==> config.mk <==
export PLATFORM = sky130hd
export DESIGN_NAME = mc_arm_controller
export DESIGN_NICKNAME = d
export VERILOG_FILES = /design/src/rtl/mc_arm_controller.sv
export SDC_FILE = /design/constraint.sdc
export NUM_CORES = 1
export LEC_CHECK = 0
export BUFFER_PORTS_ARGS = -buffer_cell sky130_fd_sc_hd__buf_2
export CAP_MARGIN = 40
export CORE_MARGIN = 8
export CORE_UTILIZATION = 36
export DETAILED_ROUTE_END_ITERATION = 8
export GPL_TIMING_DRIVEN = 0
export PLACE_DENSITY_LB_ADDON = 0.15
export SLEW_MARGIN = 20
export SYNTH_ARGS = -nofsm -noshare
export SYNTH_HDL_FRONTEND = slang
export SYNTH_SLANG_ARGS = --single-unit
==> constraint.sdc <==
create_clock -name clk -period 1 [get_ports clk]
set_input_delay 0.2 -clock clk [delete_from_list [all_inputs] [get_ports clk]]
set_output_delay 0.2 -clock clk [all_outputs]
set_load 0.005 [all_outputs]
==> src/rtl/mc_arm_controller.sv <==
// ---------------------------------------------------------------------------
// mc_arm_controller
// Control unit for the multi-cycle ARM datapath. Contains the main FSM, the
// ALU decoder, the conditional-execution check and the NZCV flag registers.
//
// Ports
//   clk         in   1  clock, all state updates on the rising edge
//   RESET       in   1  synchronous active-high reset
//   ALUFlags    in   4  {N,Z,C,V} from the ALU
//   Cond        in   4  instr[31:28]
//   Op          in   2  instr[27:26]
//   Funct       in   6  instr[25:20]
//   Rd          in   4  instr[15:12]
//   PCWrite     out  1  PC register enable
//   AdrSrc      out  1  memory address select (0 PC, 1 ALUOut)
//   MemWrite    out  1  data memory write enable
//   IRWrite     out  1  instruction register enable
//   ResultSrc   out  2  00 ALUOut, 01 Data, 10 ALUResult
//   ALUControl  out  4  AND 0000, SUB 0010, ADD 0100, ORR 1100, MOV 1101
//   ALUSrcA     out  1  0 reg A, 1 PC
//   ALUSrcB     out  2  00 reg B, 01 ExtImm, 10 constant 4
//   ImmSrc      out  2  immediate extension select (equals Op)
//   RegWrite    out  1  register file write enable
//   RegSrc      out  2  register file read-address selects
//   BL_ctrl     out  1  branch-with-link control, tied low
// ---------------------------------------------------------------------------
module mc_arm_controller (
    input  logic       clk,
    input  logic       RESET,
    input  logic [3:0] ALUFlags,
    input  logic [3:0] Cond,
    input  logic [1:0] Op,
    input  logic [5:0] Funct,
    input  logic [3:0] Rd,
    output logic       PCWrite,
    output logic       AdrSrc,
    output logic       MemWrite,
    output logic       IRWrite,
    output logic [1:0] ResultSrc,
    output logic [3:0] ALUControl,
    output logic       ALUSrcA,
    output logic [1:0] ALUSrcB,
    output logic [1:0] ImmSrc,
    output logic       RegWrite,
    output logic [1:0] RegSrc,
    output logic       BL_ctrl
);

    localparam logic [3:0] S_FETCH    = 4'd0;
    localparam logic [3:0] S_DECODE   = 4'd1;
    localparam logic [3:0] S_MEMADR   = 4'd2;
    localparam logic [3:0] S_MEMREAD  = 4'd3;
    localparam logic [3:0] S_MEMWB    = 4'd4;
    localparam logic [3:0] S_MEMWRITE = 4'd5;
    localparam logic [3:0] S_EXECUTER = 4'd6;
    localparam logic [3:0] S_EXECUTEI = 4'd7;
    localparam logic [3:0] S_ALUWB    = 4'd8;
    localparam logic [3:0] S_BRANCH   = 4'd9;

    localparam logic [3:0] ALU_AND = 4'b0000;
    localparam logic [3:0] ALU_SUB = 4'b0010;
    localparam logic [3:0] ALU_ADD = 4'b0100;
    localparam logic [3:0] ALU_ORR = 4'b1100;
    localparam logic [3:0] ALU_MOV = 4'b1101;

    logic [3:0] r_state;
    logic [3:0] w_state_next;

    // Raw per-state controls before condition gating
    logic       w_nextpc;
    logic       w_regw;
    logic       w_memw;
    logic       w_branch;
    logic       w_aluop;

    logic [1:0] w_flagw;
    logic [1:0] w_flagwrite;
    logic       w_condex;
    logic       w_pcs;
    logic       r_condex_q;
    logic [3:0] r_flags;
    logic       w_unused_flags;

    // ------------------------------------------------------------------
    // FSM: state register
    // ------------------------------------------------------------------
    always_ff @(posedge clk) begin
        if (RESET) begin
            r_state <= S_FETCH;
        end else begin
            r_state <= w_state_next;
        end
    end

    // ------------------------------------------------------------------
    // FSM: next-state logic (any unused encoding falls back to FETCH)
    // ------------------------------------------------------------------
    always_comb begin
        w_state_next = S_FETCH;
        case (r_state)
            S_FETCH:    w_state_next = S_DECODE;
            S_DECODE: begin
                case (Op)
                    2'b00:   w_state_next = Funct[5] ? S_EXECUTEI : S_EXECUTER;
                    2'b01:   w_state_next = S_MEMADR;
                    2'b10:   w_state_next = S_BRANCH;
                    default: w_state_next = S_FETCH;
                endcase
            end
            S_MEMADR:   w_state_next = Funct[0] ? S_MEMREAD : S_MEMWRITE;
            S_MEMREAD:  w_state_next = S_MEMWB;
            S_EXECUTER: w_state_next = S_ALUWB;
            S_EXECUTEI: w_state_next = S_ALUWB;
            default:    w_state_next = S_FETCH;
        endcase
    end

    // ------------------------------------------------------------------
    // FSM: per-state outputs
    // ------------------------------------------------------------------
    always_comb begin
        IRWrite   = 1'b0;
        w_nextpc  = 1'b0;
        AdrSrc    = 1'b0;
        ResultSrc = 2'b00;
        ALUSrcA   = 1'b0;
        ALUSrcB   = 2'b00;
        w_aluop   = 1'b0;
        w_regw    = 1'b0;
        w_memw    = 1'b0;
        w_branch  = 1'b0;
        case (r_state)
            S_FETCH: begin
                IRWrite   = 1'b1;
                w_nextpc  = 1'b1;
                ResultSrc = 2'b10;
                ALUSrcA   = 1'b1;
                ALUSrcB   = 2'b10;
            end
            S_DECODE: begin
                ResultSrc = 2'b10;
                ALUSrcA   = 1'b1;
                ALUSrcB   = 2'b10;
            end
            S_MEMADR:   ALUSrcB = 2'b01;
            S_MEMREAD:  AdrSrc  = 1'b1;
            S_MEMWB: begin
                w_regw    = 1'b1;
                ResultSrc = 2'b01;
            end
            S_MEMWRITE: begin
                AdrSrc = 1'b1;
                w_memw = 1'b1;
            end
            S_EXECUTER: w_aluop = 1'b1;
            S_EXECUTEI: begin
                w_aluop = 1'b1;
                ALUSrcB = 2'b01;
            end
            S_ALUWB:    w_regw = 1'b1;
            S_BRANCH: begin
                w_branch  = 1'b1;
                ResultSrc = 2'b10;
                ALUSrcB   = 2'b01;
            end
            default: ;
        endcase
    end

    // ------------------------------------------------------------------
    // ALU decoder. Non-ALU states always add (PC+4, address calc, branch
    // target). FlagW[1] covers N,Z; FlagW[0] covers C,V.
    // ------------------------------------------------------------------
    always_comb begin
        ALUControl = ALU_ADD;
        w_flagw    = 2'b00;
        if (w_aluop) begin
            case (Funct[4:0])
                5'b01000: begin ALUControl = ALU_ADD; w_flagw = 2'b00; end
                5'b01001: begin ALUControl = ALU_ADD; w_flagw = 2'b11; end
                5'b00100: begin ALUControl = ALU_SUB; w_flagw = 2'b00; end
                5'b00101: begin ALUControl = ALU_SUB; w_flagw = 2'b11; end
                5'b00000: begin ALUControl = ALU_AND; w_flagw = 2'b00; end
                5'b00001: begin ALUControl = ALU_AND; w_flagw = 2'b10; end
                5'b11000: begin ALUControl = ALU_ORR; w_flagw = 2'b00; end
                5'b11001: begin ALUControl = ALU_ORR; w_flagw = 2'b10; end
                5'b11010: begin ALUControl = ALU_MOV; w_flagw = 2'b00; end
                5'b11011: begin ALUControl = ALU_MOV; w_flagw = 2'b10; end
                5'b10100: begin ALUControl = ALU_SUB; w_flagw = 2'b00; end
                5'b10101: begin ALUControl = ALU_SUB; w_flagw = 2'b11; end
                default:  begin ALUControl = ALU_SUB; w_flagw = 2'b11; end
            endcase
        end
    end

    // ------------------------------------------------------------------
    // Condition check against the stored flags (only EQ/NE/AL supported)
    // ------------------------------------------------------------------
    always_comb begin
        case (Cond)
            4'b0000: w_condex = r_flags[2];
            4'b0001: w_condex = ~r_flags[2];
            4'b1110: w_condex = 1'b1;
            default: w_condex = 1'b0;
        endcase
    end

    // N,C,V are stored for completeness but not consulted by the reduced
    // condition set above.
    assign w_unused_flags = ^{r_flags[3], r_flags[1:0]};

    // ------------------------------------------------------------------
    // Flag registers: two independent 2-bit enable registers, {N,Z} and {C,V}
    // ------------------------------------------------------------------
    assign w_flagwrite = w_flagw & {2{w_condex}};

    generate
        for (genvar gi = 0; gi < 2; gi++) begin : g_flag_reg
            always_ff @(posedge clk) begin
                if (RESET) begin
                    r_flags[gi*2 +: 2] <= 2'b00;
                end else if (w_flagwrite[gi]) begin
                    r_flags[gi*2 +: 2] <= ALUFlags[gi*2 +: 2];
                end
            end
        end
    endgenerate

    // Condition result is registered so the write-back/branch cycle uses the
    // verdict formed before this instruction's own flag update.
    always_ff @(posedge clk) begin
        if (RESET) begin
            r_condex_q <= 1'b0;
        end else begin
            r_condex_q <= w_condex;
        end
    end

    // ------------------------------------------------------------------
    // Conditional write gating
    // ------------------------------------------------------------------
    assign w_pcs    = ((Rd == 4'd15) & w_regw) | w_branch;
    assign PCWrite  = w_nextpc | (w_pcs & r_condex_q);
    assign RegWrite = w_regw & r_condex_q;
    assign MemWrite = w_memw & r_condex_q;

    assign ImmSrc  = Op;
    assign BL_ctrl = 1'b0;

    always_comb begin
        case (Op)
            2'b10:   RegSrc = 2'b01;
            2'b01:   RegSrc = 2'b10;
            default: RegSrc = 2'b00;
        endcase
    end

endmodule

* Word-level counts from Yosys, hierarchy flattened
Memories as Yosys holds them, arrays and structs flattened.
Cells that the tools add are included.
** Operators by class
- Reductions and logical operators :: 9
- Muxes and demuxes :: 17
- Equality and inequality tests :: 14
- Bitwise logic cells :: 8
** Operators with widths (count)
- $pmux 4 s5 :: 1
- $eq 4x3->1 const B :: 4
- $eq 4x4->1 const B :: 4
- $pmux 2 s2 :: 3
- $pmux 4 s3 :: 1
- $eq 4x1->1 const B :: 2
- $eq 4x2->1 const B :: 2
- $logic_not 4->1 :: 2
- $mux 1 :: 8
- $reduce_or 2->1 :: 4
- $reduce_or 3->1 :: 2
- $and 1x1->1 :: 4
- $mux 4 :: 1
- $mux 3 :: 1
- $pmux 1 s3 :: 1
- $and 2x2->2 :: 1
- $eq 2x1->1 const B :: 1
- $eq 2x2->1 const B :: 1
- $logic_not 2->1 :: 1
- $mux 2 :: 1
- $or 1x1->1 :: 2
- $not 1->1 :: 1
** Word-level totals
- Logic and storage cells :: 52
- Memories kept :: 1
- Register bits :: 6
- ROM bits :: 192
- Output and inout port bits :: 19
** Memory list
- (no name shown) :: depth 32, bits a word 6, rd ports 1, clocked after memory_dff 0, write ports 0, RTL line 178 : case (Funct[4:0])

* Longest topological paths before layout
- Depth after elaboration :: 7
- Gate-level depth with buffers :: 5
- Depth with buffers taken out :: 4

* Worst setup path before layout
No wires, ideal clock.
- Path kind :: flip-flop to output port
- Start :: register r_state[2]
- End :: output port ALUControl[0]
- Slack :: -0.140 ns
- Cell stages (with the launch flop) :: 5
- Buffers on the path :: 0
- Arrival :: 0.940 ns
- Data required time :: 0.800 ns
- Cell sequence :: dfxtp_1 -> nor2b_2 -> and2_1 -> and3_1 -> and2_1
** On the way
- Cells in the longest elaborated chain, start to end :: 4
** RTL lines
- start, declared :: RTL line 66 : logic [3:0] r_state;
- start signal, assigned :: RTL line 91 : r_state <= w_state_next;
- $eq 4x3->1 :: RTL line 132 : case (r_state)
- $reduce_or 2->1 (no source line) *
- $mux 1 * :: RTL line 132
- $mux 4 * :: RTL line 177 : if (w_aluop) begin
- end, declared :: RTL line 40 : output logic [3:0] ALUControl,
Mark *: on every way between the ends. The rest lies on a longest branch, timed or not.

* Worst setup path after layout
Ends and elaborated chain as after synthesis.

==> results.toml <==
[placed_design]
gp_congestion = 0.724
numPortBuffers = 36
hpwl_mm = 1.35
placed_cell_area_um2 = 837

[yosys]
synth.top_cell.area_share_pct = 20.4
synth-seq-cells = 6
yosysTopAreaCell = "dfxtp_1"
yosysSeqAreaShare_pct = 20.4
synth_edf_count = 0
netlist_area_um2 = 588
syn_inst = 76
yosysWarnings = 0
avgSynthCellArea_um2 = 7.74
ys_types = 36
synth_area_leaders = "dfxtp_1, nor2_1, nor3_1"
syn_nets = 98
ys.flop_type = "dfxtp_1"
async_flop_share_pct = 0

[floorplanning]
start_util_pct = 38.6
dieWidth_um = 56.4
ios = 41
die_area_um2 = 3180
die_h_um = 56.4
rows = 14
core_um2 = 1520

[run]
cap_violations = 0

[cells_and_area]
fin_util_pct = 74.8
fillers = 116
syn_to_final_growth_pct = 93.8
drive_gt1_share_pct = 71.4
nets = 157
num_antenna_cells = 0
finalInstanceArea_um2 = 1140

[detailed_routing]
highest_layer = "met4"
drc = 0
wl_per_cell_um = 14.6
routed_wl_mm = 2.17
via_count = 779
dr_wl_met2_mm = 1.14
first_pass_iters = 4
met1Wirelength_um = 863
vias_per_cell = 5.23
drt_first_iter_violations = 10
wl_met3_um = 145
detail-route-antenna-nets = 0

[power]
finalPower_mw = 0.951
power_density_nw_per_um2 = 834
vdd_drop_max_v = 0.000603
intPower_mw = 0.642
p_leak_nw = 0.526
seqPwrFrac_pct = 28.3
p_clk_share_pct = 23.9
p_comb_share_pct = 47.9
netSwitchingFraction_pct = 32.5
p_sw_mw = 0.309

[global_route]
grt_max_degree = 11
grt_antenna_before_repair = 0
grt_pass1_vias = 744
track_usage_pct = 11.9
grt_first_pass_wirelength_mm = 3.21
grt_overflow_total = 0

[worst_setup_path]
criticalPathCategory = "flip-flop to output pin"
endpoint_kind = "output pin"
path_max_fanout = 3
crit_top_cell = "and2_4"
cp.required_ns = 0.80
cpMaxStageDelayCell = "dfxtp_2"
worst-path-buf-inv = 1
start_kind = "flip-flop"
arrival_ns = 1.30
crit_family = "simple AND/OR/NAND/NOR gates"
max_stage_delay_ns = 0.35
path_cells = "nor2b_4 -> and2_4 -> and3_4 -> and2_4 -> buf_6"

[clocking]
insertion_delay_ns = 0.24
clkTransAtPathRegs_ns = 0.05
cts_hold_buf = 0
cts-root-buf = "clkbuf_4"
htree_levels = 1
tritoncts = "yes"
cts_buffer_depth = 2
clock-sinks = 6
cts_made_buffers = 3

[timing]
post-route-min-period_ns = 1.50
rsz0062_at_grt = "yes"
finalMaxSlewViolations = 0
setup_tns_ns = -6.35
fmax_ghz = 0.665
period_share_pct = 150
hold_viol_final = 0
fin_ws_ns = -0.503
clock_skew_ns = 0.00530
finalSetupViolations = 19

[outcome]
violations = "setup timing"
status = "complete, but fails checks"

[worst_hold_path]
holdCritPathClass = "input port to flip-flop"
[area by class of cell]
cell class / instances / area, um2 / share of cell area (%)
repair buffers: 55 / 373 / 32.7
plain buffers: 7 / 78.8 / 6.92
multi-input cells: 61 / 512 / 44.9
clock buffers: 3 / 22.5 / 1.98
flip-flops and latches: 6 / 130 / 11.4
inverters: 1 / 3.75 / 0.329
well taps: 16 / 20.0 / 1.76
[state kept, by name, summed over array words and instances (netlist names)]
register,flops
r_state,4
r_condex_q,1
r_flags,1
[final timing paths]
check / start / to / slack [ns] / cells after the start
hold / removal: RESET / r_state[3] / 0.16 / 2
setup reg to reg: r_state[2] / r_state[0] / -0.17 / 4
setup / recovery: r_state[2] / ALUControl[0] / -0.50 / 5
hold reg to reg: r_flags[2] / r_flags[2] / 0.56 / 2
[metal layers]
metal / global-route usage, % / up-vias
met2: 21.4 / 27
met3: 5.17 / 4
li1: - / 385
met4: 4.12 / 0
met1: 11.9 / 363
met5: 0 / -
[Yosys cell counts (2+ instances only)]
cell type  number
buf_2           2
nand2_1         2
o21ai_0         3
a31oi_1         2
nand2b_1        3
and3_1          2
and2_1          2
nor2_1          9
xnor2_1         2
nor2b_1         4
a21oi_1         4
and4b_1         2
nor3_1          6
buf_6           2
nor3b_1         2
dfxtp_1         6
buf_4           4
[power by group through the flow]
stage | clock network (mW) | registers [mW] | logic [mW]
2_1_floorplan | 0 | 0.264 | 0.188
3_3_place_gp | 0 | 0.265 | 0.300
3_5_place_dp | 0 | 0.266 | 0.306
4_1_cts | 0.231 | 0.260 | 0.372
5_1_grt | 0.247 | 0.270 | 0.493
6_report | 0.227 | 0.269 | 0.455
[layout by cell type, fill, tap and decap left out, drive strengths merged]
cell	synthesis	final
or3	1	1
a211oi	2	2
and2b	1	1
nand2b	3	3
mux2i	1	1
a31oi	2	2
clkbuf	0	3
o21ai	3	3
and2	2	2
o22a	1	1
buf	8	62
xnor2	2	2
xor2	1	1
nor3b	2	2
o22ai	1	1
inv	1	1
nor2b	5	5
o31ai	1	1
nand2	2	2
nor4	1	1
nor3	7	7
dfxtp	6	6
nor4b	1	1
and4b	2	2
or2b	1	1
and3	2	2
conb	1	1
a41o	1	1
a21oi	5	5
nor2	9	9
nand4	1	1
[metrics by stage]
| step | worst slack (ns) | hold WS, ns | std cells |
|---|---|---|---|
| 5_1_grt | -0.614 | 0.171 | 149 |
| 2_1_floorplan | -0.0949 | 0.269 | 76 |
| 6_report | -0.503 | 0.165 | 149 |
| 3_5_place_dp | -0.242 | 0.426 | 128 |
| 3_3_place_gp | -0.227 | 0.417 | 128 |
| 4_1_cts | -0.481 | 0.166 | 139 |
[logic make-up (layout without fill, tap and decap cells)]
| logic type | Yosys count | count (layout) | share of synthesized area, % |
|---|---|---|---|
| simple gates | 40 | 40 | 42.1 |
| mux | 1 | 1 | 1.70 |
| compound gates | 16 | 16 | 19.4 |
| flops | 6 | 6 | 20.4 |
| buf+inv | 9 | 66 | 11.3 |
| xor+xnor | 3 | 3 | 4.47 |
| other cells | 1 | 1 | 0.638 |
[timing repair]
item,4_1_cts,5_1_grt
pin swaps,8,9
endpoints found under the setup margin,19,19
buffers inserted,8,10
gates resized for setup,18,19
gates cloned,0,1
(Power assumes the default switching activity.)
